## src/rtl/ex_mem_pipe.sv

```systemverilog
// Execute stage plus EX/MEM pipeline register: unpacks the ID/EX bundle, runs the ALU,
// resolves branches/jumps, and squashes the single wrong-path instruction after a taken transfer.
module ex_mem_pipe (
  input  logic         CLK,
  input  logic         RESET,
  input  logic [163:0] ID_CONTENT,
  input  logic         IN_VALID,
  output logic         IN_READY,
  input  logic         STALL,
  input  logic         FLUSH,
  output logic         OUT_VALID,
  output logic [31:0]  ALU_RESULT,
  output logic [31:0]  STORE_DATA,
  output logic [4:0]   WRITE_REG,
  output logic [3:0]   MEM_CTRL,
  output logic         REDIRECT,
  output logic [31:0]  REDIRECT_PC
);

  typedef enum logic {RUN, SQUASH} state_t;

  state_t state_q, state_d;

  logic [31:0] sign_ext, rs, rt, new_pc;
  logic [25:0] instr_lo;
  logic        reg_dst, alu_src, branch, jump;
  logic [1:0]  alu_op;
  logic [3:0]  mem_ctrl_in;

  assign sign_ext    = ID_CONTENT[163:132];
  assign rs          = ID_CONTENT[131:100];
  assign rt          = ID_CONTENT[99:68];
  assign new_pc      = ID_CONTENT[67:36];
  assign instr_lo    = ID_CONTENT[35:10];
  assign reg_dst     = ID_CONTENT[9];
  assign alu_src     = ID_CONTENT[8];
  assign mem_ctrl_in = ID_CONTENT[7:4];
  assign branch      = ID_CONTENT[3];
  assign alu_op      = ID_CONTENT[2:1];
  assign jump        = ID_CONTENT[0];

  logic [31:0] op_a, op_b, diff, alu_y, target;
  logic [4:0]  dest;
  logic        zero, taken, accept, live;

  assign op_a = rs;
  assign op_b = alu_src ? sign_ext : rt;
  assign diff = op_a - op_b;
  assign zero = (diff == 32'd0);

  // NOTE: every combinational output gets a default before the case so no latch is inferred.
  always_comb begin
    alu_y = '0;
    case (alu_op)
      2'b00: alu_y = op_a + op_b;
      2'b01: alu_y = diff;
      2'b11: alu_y = {31'd0, $signed(op_a) < $signed(op_b)};
      default: begin
        case (instr_lo[5:0])
          6'h20:   alu_y = op_a + op_b;
          6'h22:   alu_y = diff;
          6'h24:   alu_y = op_a & op_b;
          6'h25:   alu_y = op_a | op_b;
          6'h2A:   alu_y = {31'd0, $signed(op_a) < $signed(op_b)};
          6'h00:   alu_y = op_b << instr_lo[10:6];
          default: alu_y = '0;
        endcase
      end
    endcase
  end

  // Jump has priority over a branch that happens to be set at the same time.
  assign taken  = jump | (branch & zero);
  assign target = jump ? {new_pc[31:28], instr_lo, 2'b00}
                       : new_pc + {sign_ext[29:0], 2'b00};
  assign dest   = reg_dst ? instr_lo[15:11] : instr_lo[20:16];

  assign IN_READY = !STALL;
  assign accept   = IN_VALID && !STALL;
  assign live     = (state_q == RUN);

  always_comb begin
    state_d = state_q;
    if (FLUSH)
      state_d = RUN;
    else if (accept) begin
      if (state_q == SQUASH)
        state_d = RUN;
      else if (taken)
        state_d = SQUASH;
    end
  end

  // NOTE: sequential state uses non-blocking assignments so every register samples pre-edge values.
  always_ff @(posedge CLK or negedge RESET) begin
    if (!RESET)
      state_q <= RUN;
    else
      state_q <= state_d;
  end

  always_ff @(posedge CLK or negedge RESET) begin
    if (!RESET) begin
      OUT_VALID   <= 1'b0;
      ALU_RESULT  <= '0;
      STORE_DATA  <= '0;
      WRITE_REG   <= '0;
      MEM_CTRL    <= '0;
      REDIRECT    <= 1'b0;
      REDIRECT_PC <= '0;
    end else begin
      REDIRECT <= 1'b0;
      if (FLUSH) begin
        OUT_VALID <= 1'b0;
        MEM_CTRL  <= '0;
      end else if (accept) begin
        OUT_VALID  <= live;
        ALU_RESULT <= alu_y;
        STORE_DATA <= rt;
        WRITE_REG  <= dest;
        MEM_CTRL   <= live ? mem_ctrl_in : 4'd0;
        if (live && taken) begin
          REDIRECT    <= 1'b1;
          REDIRECT_PC <= target;
        end
      end else if (!STALL) begin
        OUT_VALID <= 1'b0;
        MEM_CTRL  <= '0;
      end
    end
  end

endmodule

```

## config.mk

```make
export PLATFORM = sky130hd
export DESIGN_NAME = ex_mem_pipe
export DESIGN_NICKNAME = d
export VERILOG_FILES = /design/src/rtl/ex_mem_pipe.sv
export SDC_FILE = /design/constraint.sdc
export NUM_CORES = 1
export LEC_CHECK = 0
export CAP_MARGIN = 20
export CORE_MARGIN = 4
export CORE_UTILIZATION = 40
export DETAILED_ROUTE_END_ITERATION = 12
export PLACE_DENSITY = 0.67
export SKIP_LAST_GASP = 1
export SYNTH_ARGS = -nofsm -noshare
export SYNTH_HDL_FRONTEND = slang
export SYNTH_SLANG_ARGS = --single-unit
export TNS_END_PERCENT = 1
```

## constraint.sdc

```tcl
create_clock -name CLK -period 2.6 [get_ports CLK]
set_clock_uncertainty 0.15 [all_clocks]
set_input_delay 0.52 -clock CLK [delete_from_list [all_inputs] [get_ports CLK]]
set_output_delay 0.52 -clock CLK [all_outputs]
set_load 0.02 [all_outputs]
```

# Word level (Yosys, flattened, before mapping)
# Cells that the tools add are included.
[op_classes] n_addsub=3 mul=0 div=0 order_cmp=1 eq_ne=8 shift=1 mux=19 n_bitwise=6 reduce_logical=9
[ops] cell="$pmux 32 s6" n=1
[ops] cell="$pmux 32 s3" n=1
[ops] cell="$add 32x32->32" n=2
[ops] cell="$mux 32" n=2
[ops] cell="$and 32x32->32" n=1
[ops] cell="$logic_not 32->1" n=1
[ops] cell="$lt 32x32->1" n=1
[ops] cell="$or 32x32->32" n=1
[ops] cell="$shl 32x5->32" n=1
[ops] cell="$sub 32x32->32" n=1
[ops] cell="$eq 6x6->1 const B" n=5
[ops] cell="$mux 4" n=4
[ops] cell="$mux 1" n=10
[ops] cell="$logic_not 6->1" n=1
[ops] cell="$mux 5" n=1
[ops] cell="$ne 3x1->1 const B" n=1
[ops] cell="$reduce_and 3->1" n=1
[ops] cell="$eq 2x1->1 const B" n=1
[ops] cell="$eq 2x2->1 const B" n=1
[ops] cell="$logic_and 1x1->1" n=2
[ops] cell="$logic_not 2->1" n=1
[ops] cell="$not 1->1" n=2
[ops] cell="$reduce_and 2->1" n=1
[ops] cell="$reduce_bool 2->1" n=1
[ops] cell="3 further kinds" n=3
[word_totals] reg_bits=108 latchBits=0 ramBits=0 mem_bits_ro=0 input_bits=169 output_inout_bits=108 wordCells=55 mem_count=0

# Depth between registers and ports, before layout
[logic_depth] word_depth=9 depth_mapped=18 depth_no_buf=16

# Worst setup path after synthesis
# No wires, ideal clock.
[synth_path] path_type="input to register" startpoint="in ID_CONTENT[8]" endpoint="reg REDIRECT_PC[24]" setup_time_ps=128 t_arrival_ps=5215 required_time_ps=2322 setup_slack_ps=-2892 stages=18 path_buffers=5 path_cell_list="buf_1 clkbuf_1 buf_1 mux2i_1 ha_1 buf_6 nor4_4 nand2_1 a21oi_1 nor4_2 a21oi_2 a41oi_1 xor2_1 nor4_1 nand4_1 o31ai_4 buf_6 mux2_1"
[synth_via] elab_chain_len=7
[synth_rtl] element="start: declaration" line="6" rtl="input logic [163:0] ID_CONTENT,"
[synth_rtl] element="$mux 32" line="47" rtl="assign op_b = alu_src ? sign_ext : rt;"
[synth_rtl] element="$sub 32x32->32" line="48" rtl="assign diff = op_a - op_b;"
[synth_rtl] element="$logic_not 32->1" line="49" rtl="assign zero = (diff == 32'd0);"
[synth_rtl] element="$and 1x1->1" line="73" rtl="assign taken = jump | (branch & zero);"
[synth_rtl] element="$or 1x1->1" line="73"
[synth_rtl] element="$logic_and 1x1->1" line="122" rtl="if (live && taken) begin"
[synth_rtl] element="$reduce_and 3->1 (no source line)"
[synth_rtl] element="end signal: assignment" line="124" rtl="REDIRECT_PC <= target;"
[synth_rtl] element="end: declaration" line="17" rtl="output logic [31:0] REDIRECT_PC"
# Every way passes these cells.
# A chain may end at the register's enable or synchronous reset.

# Worst setup path in the final report
[layout_path] startpoint="in ID_CONTENT[8]" endpoint="reg REDIRECT_PC[18]"
# Same word-level chain as after synthesis.

==> metrics <==
outcome complete, but fails checks; failing checks setup timing; Compound-Gate Fraction of Synth Area 25.8%; # nets final 2828; post-route design area 22300 µm²; final setup fails 65; Routed Antenna Nets 0; Core Area 33400 µm²; Post-Synth XOR/XNOR Area 4.28%; synthesized area 13500 µm²; max incr delay on CP 0.35 ns; leakage power 10.6 nW; Fmax 0.218 GHz; maximum fanout along the worst path 8; area of the multi-input gates 10600 µm²; Final WS setup -2.00 ns; first-pass GRT wire length 95600 µm; num rows 67; post-synthesis simple-gate area fraction 17.4%; critical path endpoint category flop; Chip Width 192 µm; Register Area 2700 µm²; # diodes 0; GPL Wtd Cong 1.06; Final Util 66.7%; clock latency on the worst-skew pair 0.39 ns; cts bufs inserted 9; Max-Cap Viols 0; via/cell ratio 5.57; routed vias 16609; largest net degree at the start of global routing 78; worst path required time 2.72 ns; area leader, netlist dfrtp_1; dpl hpwl 51800 µm; Seq cells post-synth 108; final wirelength 63900 µm; initial antenna violation count 2; fin crit period 4.60 ns; vias in the first global route 16780; syn_area_per_cell 7.86 µm²; hold_ws 0.331 ns; share of layout cells above drive strength 1 32.7%; Initial Util 40.4%; Ports 277; post-synthesis mux area share 14.0%; GR Util All Layers 33.7%; Die Span Y 192 µm; Die Area 36800 µm²; Area contributors post-synth dfrtp_1, ha_1, nand2_1; synthesized instance count 1719; unrepaired setup endpoints after global routing yes; final hold violation count 0; commonest non-fill, non-tap cell in the layout buf_4; Peak VDD IR 0.384 mV; Pins Over Slew Limit 0; switching part of the total power 41.0%; slowest stage cell, crit path nor4_2; period utilization 177%; DR pass1 iterations 6; largest family of logic cells by synthesized area compound AO/OA/AOI/OAI gates; kind of critical path in -> reg; crit path buf inv count 10; Syn. warnings 0; clk buf depth 2; clock sink count 108; Combinational Power Share 63.2%; top_reg_cell synth dfrtp_1; grt ovf 0; ys async rst share 100%; H-tree depth 3; Top delay family on crit path buffers and inverters; part of the power in registers 22.6%; clock power share 14.2%; power per cell area 442 nW/µm²; NetSw 0.00404 W; area share of the leading cell type in the synthesized netlist 20.0%; DR iter-0 viols 1440; CP arrival 4.72 ns; Synth cell types 90; PortBufs 276; placed inst area 21100 µm²; drt drc 0; Clock Tree Root clkbuf_16; critical-path cell list buf_12 > buf_8 > buf_6 > mux2i_4 > buf_6 > ha_4 > nor2b_1 > o211ai_1 > nand2_1 > buf_4 > a211oi_4 > buf_4 > o311a_4 > xnor2_2 > nand4_1 > nor4_2 > buf_4 > nand4_1 > o31ai_4 > buf_6 > buf_12 > buf_16 > mux2_4; mean routed wirelength per cell 21.4 µm; Pint 0.00582 W; Slew Limit Headroom 41.0%; Hold Crit Class reg -> reg; type of origin of the critical path input pin; sequential fraction of the synthesis area 20.0%; Worst-path clk slew 0.08 ns; commonest cells after routing, fill and taps aside buf_4, nand2_1, clkdlybuf4s50_1; fillcell total 2797; Area Growth Syn to Fin 65.3%; Net Count, Synth 2016; slew at the pin closest to its max-slew limit 0.885 ns; CTS tree yes; adder-cell share of the synthesized area 12.0%; number of synthesized flops with an enable pin 0
[registers in the layout, indices dropped and copies added (netlist names)]
signal and flops:
REDIRECT_PC 32, STORE_DATA 32, REDIRECT 1, WRITE_REG 5, state_q 1, MEM_CTRL 4, ALU_RESULT 32, OUT_VALID 1
[path summary, 6_finish.rpt]
kind,from,to,slack [ns],cells after the start
setup / recovery,ID_CONTENT[8],REDIRECT_PC[18]$_DFFE_PN0P_,-2.00,23
hold / removal,STORE_DATA[18]$_DFFE_PN0P_,STORE_DATA[18]$_DFFE_PN0P_,0.33,2
setup reg to reg,state_q$_DFFE_PN0P_,REDIRECT_PC[18]$_DFFE_PN0P_,-0.76,15
hold reg to reg,STORE_DATA[18]$_DFFE_PN0P_,STORE_DATA[18]$_DFFE_PN0P_,0.33,2
max in group asynchronous,RESET,ALU_RESULT[21]$_DFFE_PN0P_,1.08,3
min in group asynchronous,RESET,WRITE_REG[0]$_DFFE_PN0P_,0.51,2
[power by group through the flow]
stage	Combinational, W	Clock [W]	Sequential [W]
final	0.00623	0.00140	0.00223
after global routing	0.00662	0.00147	0.00227
after CTS	0.00608	0.00143	0.00222
after detailed placement	0.00575	0	0.00224
after global placement	0.00567	0	0.00223
after floorplan	0.00232	0	0.00266
[Yosys cell counts (9+ instances only)]
| master | number |
|---|---|
| a31oi_1 | 9 |
| nand2b_1 | 15 |
| nand2_1 | 247 |
| buf_1 | 15 |
| o31ai_1 | 12 |
| clkbuf_1 | 72 |
| ha_1 | 125 |
| mux4_2 | 19 |
| nand3_1 | 16 |
| a211o_1 | 9 |
| mux2i_1 | 79 |
| nor4_1 | 9 |
| inv_1 | 108 |
| o211ai_1 | 16 |
| nor2b_1 | 21 |
| o221ai_1 | 19 |
| xnor2_1 | 40 |
| nor3_1 | 22 |
| mux2_1 | 17 |
| o21bai_1 | 16 |
| xor2_1 | 26 |
| and3_1 | 12 |
| o21ai_0 | 121 |
| nor2_1 | 119 |
| a221oi_1 | 13 |
| dfrtp_1 | 108 |
| a21oi_1 | 146 |
| o22ai_1 | 23 |
| o21a_1 | 21 |
| mux2_4 | 9 |
| buf_2 | 13 |
| a211oi_1 | 13 |
| nand4_1 | 14 |
| mux2_2 | 31 |
| a21o_1 | 35 |
[routing by layer]
layer,share of wire (%),wire length (µm),global-route usage (%),vias up
li1,-,-,-,7802
met3,8.9,5700,8.45,105
met5,0.020,13,0,-
met4,3.2,2040,10.7,2
met2,46,29600,55.3,762
met1,42,26600,43.6,7938
[cell type report]
| cell class | count | area share [%] |
|---|---|---|
| Multi-Input combinational cell | 1394 | 47.5 |
| Timing Repair Buffer | 906 | 34.8 |
| Sequential cell | 108 | 12.1 |
| Tap cell | 448 | 2.51 |
| Inverter | 112 | 1.92 |
| Clock buffer | 10 | 1.03 |
| Clock inverter | 5 | 0.163 |
[repair_timing]
item / CTS / global route
setup endpoints to repair: 66 / 66
pin swaps: 29 / 17
hold buffers: 1 / 0
endpoints found under the hold margin: 33 / 0
resized for setup: 126 / 22
buffers inserted: 30 / 8
gates cloned: 3 / 0
[tightest hold or removal path: stages, from the launching register on]
cell and delay [ns]:
dfrtp_1 0.35, nand2_1 0.05, nand2_1 0.05
[kinds of logic after synthesis]
| family | Yosys count |
|---|---|
| mux | 155 |
| compound gates | 529 |
| simple gates | 516 |
| buf+inv | 217 |
| xor+xnor | 66 |
| fa+ha+maj | 128 |
| flops | 108 |
[metrics by stage]
stage | instances | setup WS [ns] | power, W | TNS, ns
finish | 2983 | -2.00 | 0.00986 | -102.01
global route | 2983 | -2.11 | 0.0104 | -110.79
CTS | 2975 | -1.76 | 0.00973 | -91.71
detailed placement | 2927 | -2.64 | 0.00799 | -140.52
global placement | 2927 | -2.61 | 0.00791 | -138.14
floorplan | 1719 | -1.78 | 0.00498 | -84.29
(Power assumes the default switching activity.)
